===== src/rtl/aom_pkg.sv =====
// Shared types and constants for the laser AOM drive chain (ramp shaper and
// overload detector agree on state naming and event priority through here).
package aom_pkg;

  localparam int              VOL_W   = 12;
  localparam logic [VOL_W-1:0] VOL_MAX = 12'd4095;

  typedef enum logic [2:0] {
    ST_IDLE  = 3'd0,
    ST_TRACK = 3'd1,
    ST_RAMP  = 3'd2,
    ST_HOLD  = 3'd3,
    ST_FAULT = 3'd4
  } aom_ramp_state_t;

  // Highest-ranked pending event; EVT_NONE lets the state's normal work proceed.
  typedef enum logic [1:0] {
    EVT_NONE    = 2'd0,
    EVT_RAMP_EN = 2'd1,
    EVT_EN_FALL = 2'd2,
    EVT_FAULT   = 2'd3
  } aom_evt_t;

  function automatic aom_evt_t aom_prio_evt(input logic err, input logic en_fall,
                                            input logic ramp_chg);
    aom_evt_t evt;
    if (err) begin
      evt = EVT_FAULT;
    end else if (en_fall) begin
      evt = EVT_EN_FALL;
    end else if (ramp_chg) begin
      evt = EVT_RAMP_EN;
    end else begin
      evt = EVT_NONE;
    end
    return evt;
  endfunction

endpackage


===== src/rtl/aom_ramp_step.sv =====
// One slew step: moves cur toward tgt by at most max(step,1), never past tgt.
module aom_ramp_step
  import aom_pkg::*;
(
  input  logic [VOL_W-1:0] cur_i,
  input  logic [VOL_W-1:0] tgt_i,
  input  logic [VOL_W-1:0] step_i,
  output logic [VOL_W-1:0] next_o,
  output logic             at_target_o
);

  logic signed [VOL_W:0] diff_s;
  logic [VOL_W-1:0]      mag_s;
  logic [VOL_W-1:0]      step_eff_s;
  logic [VOL_W-1:0]      delta_s;

  // Clamping delta to |diff| keeps the result inside 0..VOL_MAX without wrap checks.
  always_comb begin
    diff_s      = $signed({1'b0, tgt_i}) - $signed({1'b0, cur_i});
    mag_s       = diff_s[VOL_W] ? VOL_W'(-diff_s) : diff_s[VOL_W-1:0];
    step_eff_s  = (step_i == 12'd0) ? 12'd1 : step_i;
    delta_s     = (step_eff_s < mag_s) ? step_eff_s : mag_s;
    next_o      = diff_s[VOL_W] ? (cur_i - delta_s) : (cur_i + delta_s);
    at_target_o = (next_o == tgt_i);
  end

endmodule


===== src/rtl/aom_ramp_shaper.sv =====
// Slew-limits the AOM DAC code between laser_aom_ctrl and ad5445_config and
// forces a safe code on overload.
module aom_ramp_shaper
  import aom_pkg::*;
#(
  parameter real TCQ    = 0.1,
  parameter int  INTV_W = 16
) (
  input  logic              clk_i,
  input  logic              rst_i,
  input  logic              laser_aom_en_i,
  input  logic [VOL_W-1:0]  laser_aom_voltage_i,
  input  logic              ramp_en_i,
  input  logic [VOL_W-1:0]  ramp_step_i,
  input  logic [INTV_W-1:0] ramp_interval_i,
  input  logic [VOL_W-1:0]  safe_vol_i,
  input  logic              aom_continuous_trig_err_i,
  input  logic              aom_integral_trig_err_i,
  output logic              dac_out_en_o,
  output logic [VOL_W-1:0]  dac_out_o,
  output logic              ramp_busy_o,
  output logic              ramp_done_o
);

  // TCQ only shapes behavioural models of this block; the RTL itself is delay-free.
  if (TCQ < 0.0) begin : g_tcq_range
  end

  aom_ramp_state_t   state_q, state_d;
  logic [VOL_W-1:0]  dac_q, dac_d;
  logic [INTV_W-1:0] cnt_q, cnt_d;
  logic              en_q, en_d;
  logic              busy_q, busy_d;
  logic              done_q, done_d;

  logic              err_s;
  logic              ramp_chg_s;
  aom_evt_t          evt_s;
  logic [INTV_W-1:0] intv_last_s;
  logic [VOL_W-1:0]  step_next_s;
  logic              at_tgt_s;

  assign err_s       = aom_continuous_trig_err_i | aom_integral_trig_err_i;
  assign ramp_chg_s  = (state_q == ST_TRACK) ? ramp_en_i : ~ramp_en_i;
  assign evt_s       = aom_prio_evt(err_s, ~laser_aom_en_i, ramp_chg_s);
  assign intv_last_s = (ramp_interval_i == {INTV_W{1'b0}}) ? {INTV_W{1'b0}}
                                                           : ramp_interval_i - INTV_W'(1);

  aom_ramp_step u_step (
    .cur_i       (dac_q),
    .tgt_i       (laser_aom_voltage_i),
    .step_i      (ramp_step_i),
    .next_o      (step_next_s),
    .at_target_o (at_tgt_s)
  );

  // Next-state and next-output decode; outputs reflect the state being entered.
  always_comb begin
    state_d = state_q;
    dac_d   = dac_q;
    cnt_d   = cnt_q;
    done_d  = 1'b0;
    case (state_q)
      ST_IDLE: begin
        if (err_s) begin
          state_d = ST_FAULT;
          dac_d   = safe_vol_i;
        end else if (laser_aom_en_i && ramp_en_i) begin
          state_d = ST_RAMP;
          dac_d   = 12'd0;
          cnt_d   = {INTV_W{1'b0}};
        end else if (laser_aom_en_i) begin
          state_d = ST_TRACK;
          dac_d   = laser_aom_voltage_i;
        end else begin
          state_d = ST_IDLE;
        end
      end
      ST_TRACK, ST_RAMP, ST_HOLD: begin
        case (evt_s)
          EVT_FAULT: begin
            state_d = ST_FAULT;
            dac_d   = safe_vol_i;
            cnt_d   = {INTV_W{1'b0}};
          end
          EVT_EN_FALL: begin
            state_d = ST_IDLE;
            cnt_d   = {INTV_W{1'b0}};
          end
          EVT_RAMP_EN: begin
            cnt_d = {INTV_W{1'b0}};
            if (state_q == ST_TRACK) begin
              state_d = ST_RAMP;
            end else begin
              state_d = ST_TRACK;
              dac_d   = laser_aom_voltage_i;
            end
          end
          default: begin
            if (state_q == ST_TRACK) begin
              dac_d = laser_aom_voltage_i;
            end else if (state_q == ST_HOLD) begin
              state_d = (laser_aom_voltage_i != dac_q) ? ST_RAMP : ST_HOLD;
            end else if (cnt_q >= intv_last_s) begin
              cnt_d = {INTV_W{1'b0}};
              dac_d = step_next_s;
              if (at_tgt_s) begin
                state_d = ST_HOLD;
                done_d  = 1'b1;
              end else begin
                state_d = ST_RAMP;
              end
            end else begin
              cnt_d = cnt_q + INTV_W'(1);
            end
          end
        endcase
      end
      ST_FAULT: begin
        // Release needs both the error gone and the upstream enable dropped.
        if (!err_s && !laser_aom_en_i) begin
          state_d = ST_IDLE;
        end else begin
          state_d = ST_FAULT;
          dac_d   = safe_vol_i;
        end
      end
      default: begin
        state_d = ST_IDLE;
        dac_d   = 12'd0;
        cnt_d   = {INTV_W{1'b0}};
      end
    endcase
    en_d   = (state_d != ST_IDLE);
    busy_d = (state_d == ST_RAMP);
  end

  // State, counter and output registers with synchronous reset.
  always_ff @(posedge clk_i) begin
    if (rst_i) begin
      state_q <= ST_IDLE;
      dac_q   <= 12'd0;
      cnt_q   <= {INTV_W{1'b0}};
      en_q    <= 1'b0;
      busy_q  <= 1'b0;
      done_q  <= 1'b0;
    end else begin
      state_q <= state_d;
      dac_q   <= dac_d;
      cnt_q   <= cnt_d;
      en_q    <= en_d;
      busy_q  <= busy_d;
      done_q  <= done_d;
    end
  end

  assign dac_out_en_o = en_q;
  assign dac_out_o    = dac_q;
  assign ramp_busy_o  = busy_q;
  assign ramp_done_o  = done_q;

endmodule


===== config.mk =====
export PLATFORM = sky130hd
export DESIGN_NAME = aom_ramp_shaper
export DESIGN_NICKNAME = d
export VERILOG_FILES = /design/src/rtl/aom_pkg.sv /design/src/rtl/aom_ramp_step.sv /design/src/rtl/aom_ramp_shaper.sv
export SDC_FILE = /design/constraint.sdc
export NUM_CORES = 1
export LEC_CHECK = 0
export ABC_AREA = 1
export BUFFER_PORTS_ARGS = -buffer_cell sky130_fd_sc_hd__buf_2
export CAP_MARGIN = 20
export CORE_MARGIN = 4
export CORE_UTILIZATION = 40
export DETAILED_ROUTE_END_ITERATION = 10
export GPL_TIMING_DRIVEN = 0
export SLEW_MARGIN = 20
export SYNTH_ARGS = -nofsm -noshare
export SYNTH_HDL_FRONTEND = slang
export SYNTH_SLANG_ARGS = --single-unit
export TNS_END_PERCENT = 10

===== constraint.sdc =====
create_clock -name clk_i -period 12 [get_ports clk_i]
set_clock_uncertainty 0.1 [all_clocks]
set_input_delay 1.8 -clock clk_i [delete_from_list [all_inputs] [get_ports clk_i]]
set_output_delay 1.8 -clock clk_i [all_outputs]
set_load 0.01 [all_outputs]

==> flow_summary.toml <==
[worst_hold_path]
min_path_type = "register to register"

[grt]
antenna_found_initial = 0
globalRoute.totalOverflow = 0
first_global_vias = 5514
grt_max_degree = 12
grt_usage = 0.194
grt_pass1_wl_um = 25600

[power_and_ir_drop]
combinationalPowerShare = 0.698
switchingPower_uw = 420
intPower_uw = 425
powerDensity_mw_per_mm2 = 138
peakVddDrop_v = 0.0000838
p_seq_frac = 0.145
pwr-share-clk = 0.157
total_power_uw = 845
swShare = 0.497
p_leak_nw = 3.11

[placement]
hpwl_um = 12800
dp_slack_ns = 2.69
finalWeightedCongestion = 0.908
io_buffers = 72

[worst_setup_path]
rr_worst_depth = 53
crit_required_ns = 12.07
r2r_end = "dac_out_en_o"
crit_end = "dac_out_en_o"
reg2reg_from = "dac_out_o[0]"
cp-end-kind = "register"
cp_slowest_cell = "fa_1"
cp_max_fo = 10
crit_top_cell = "nand2_1"
crit_path_start = "laser_aom_voltage_i[0]"
critical_path_class = "input port to register"
worstPathArrival_ns = 9.02
r2r_slack_ns = 4.41
cp_slowest_stage_delay_ns = 0.44
critPathLaunchType = "input port"

[die]
core_area_mm2 = 0.0132
initial_core_util = 0.409
die_y_um = 124
rows = 42
ios = 73
die_area_mm2 = 0.0155
die_w_um = 124

[timing]
fin_worst_hold_slack_ns = 0.387
fin_ws_ns = 3.05
drv_slew = 0
fin_tns_setup_ns = 0
max_freq_mhz = 112
fin_crit_sh = 0.746
hold_viol = 0
min_period_ns = 8.95
tightest_slew_ns = 0.623
rsz0062_at_grt = "no"
slew_headroom = 0.585
setup_viol = 0

[finish]
final_nets = 1104
final_common_cell = "nand2_1"
layout-drive-gt1-share = 0.137
insertedDiodeCount = 0
layout_common_cells = "nand2_1 (222), inv_1 (139), nor2_1 (75)"
area_growth_pct = 13.5

[synth]
synth-main-ff-cell = "dfxtp_1"
yosys_warnings = 0
synth_edf_count = 0
synth_fp_nets = 1025
ys_ff_latch = 34
yosysSeqAreaShare = 0.126
synth_cells = 912
synth_top_area_share = 0.154
synth_top_area_cell = "nand2_1"
ys_top_cells_by_area = "nand2_1 (15%), dfxtp_1 (13%), ha_1 (12%)"
async_flop_share = 0
ys_types = 49
synth_area_mm2 = 0.00541
avgSynthCellArea_um2 = 5.93

[clock_tree]
clockRootBuffer = "clkbuf_16"
cts.sinks = 34
cts_buffers = 5
clkTransAtPathRegs_ns = 0.05
cts_hold_buf = 0
clockBufferDepth = 2
cts.repair.resized = 0
htree_num_levels = 2
insertion_delay_ns = 0.29
cts_setup_buffers = 0
cts_tree = "yes"

[routing]
drtPass1Iterations = 5
wl_per_cell_um = 12.8
drtIter0Drc = 264
dr_total_vias = 5821
wirelength_um = 15000
vias_per_cell = 4.98
postRouteAntennaNets = 0
drc = 0

[status]
status = "completed"

[job]
max-cap-violations = 0
-- power by group through the flow --
stage | sequential (mW) | combinational [mW] | clock [mW]
final | 0.123 | 0.590 | 0.133
after CTS | 0.123 | 0.594 | 0.135
after detailed placement | 0.125 | 0.591 | 0
after global placement | 0.125 | 0.588 | 0
after floorplan | 0.125 | 0.469 | 0
after global routing | 0.124 | 0.678 | 0.139
-- final cells by class --
cell class                 count  area, um^2
timing repair buffer          72         360
buffer                        32         144
clock inverter                 2        12.5
fill                        1482        7100
inverter                     144         541
tap                          176         220
sequential                    34         681
multi-input combinational    702        4050
clock buffer                   6         139
-- sequential cells by signal, summed over array words and instances, names as in the netlist --
name          cells
cnt_q            16
dac_out_en_o      1
dac_out_o        12
ramp_busy_o       1
ramp_done_o       1
state_q           3
-- per-stage QoR --
step,instances,util,instance area (um^2)
2_1_floorplan,912,-,5410
3_3_place_gp,1160,0.452,5990
3_5_place_dp,1160,0.452,5990
4_1_cts,1168,0.464,6140
5_1_grt,1168,0.464,6140
6_report,1168,0.464,6140
-- critical path: cells and delay by family --
family | cells | cell delay, ns
fa+ha+maj | 5 | 1.45
compound gates | 8 | 1.31
buf+inv | 8 | 0.94
xor+xnor | 3 | 0.71
simple gates | 31 | 2.82
-- logic make-up (layout without fill, tap and decap cells) --
family / count (synthesis) / count (layout) / synth area share
compound gates: 160 / 160 / 0.181
xor+xnor: 39 / 39 / 0.0631
fa+ha+maj: 55 / 55 / 0.130
buf+inv: 176 / 256 / 0.127
flops: 34 / 34 / 0.126
simple gates: 448 / 448 / 0.374
-- cell usage after synthesis (all sizes together) (2+ instances only) --
cell type and count:
nand3b 6, xnor2 14, a21oi 55, nor2 79, o31ai 3, clkbuf 29
a31oi 3, dfxtp 34, clkinv 2, nand3 69, xor2 25, nor4 6
inv 142, o211ai 10, nand2 244, fa 2, nor3 18, a21o 4
o21bai 4, o311ai 3, a211oi 14, o22ai 2, nand4 16, o21ai 57
or2 8, ha 53, buf 3
-- worst min-delay path by stage --
stage / startpoint / end / slack, ns / cells after the start
6_report: cnt_q[15] / cnt_q[15] / 0.39 / 2
5_1_grt: cnt_q[14] / cnt_q[14] / 0.42 / 2
4_1_cts: cnt_q[15] / cnt_q[15] / 0.39 / 2
3_5_place_dp: cnt_q[15] / cnt_q[15] / 0.38 / 2
3_3_place_gp: cnt_q[15] / cnt_q[15] / 0.38 / 2
2_1_floorplan: cnt_q[15] / cnt_q[15] / 0.35 / 2
-- per-layer routing --
layer / GRT usage / wire (um)
met5: 0 / 0
met4: 0.0574 / 285
met3: 0.0214 / 541
met2: 0.348 / 7260
met1: 0.243 / 6900
Note: power is estimated with default switching activity, not from simulation.
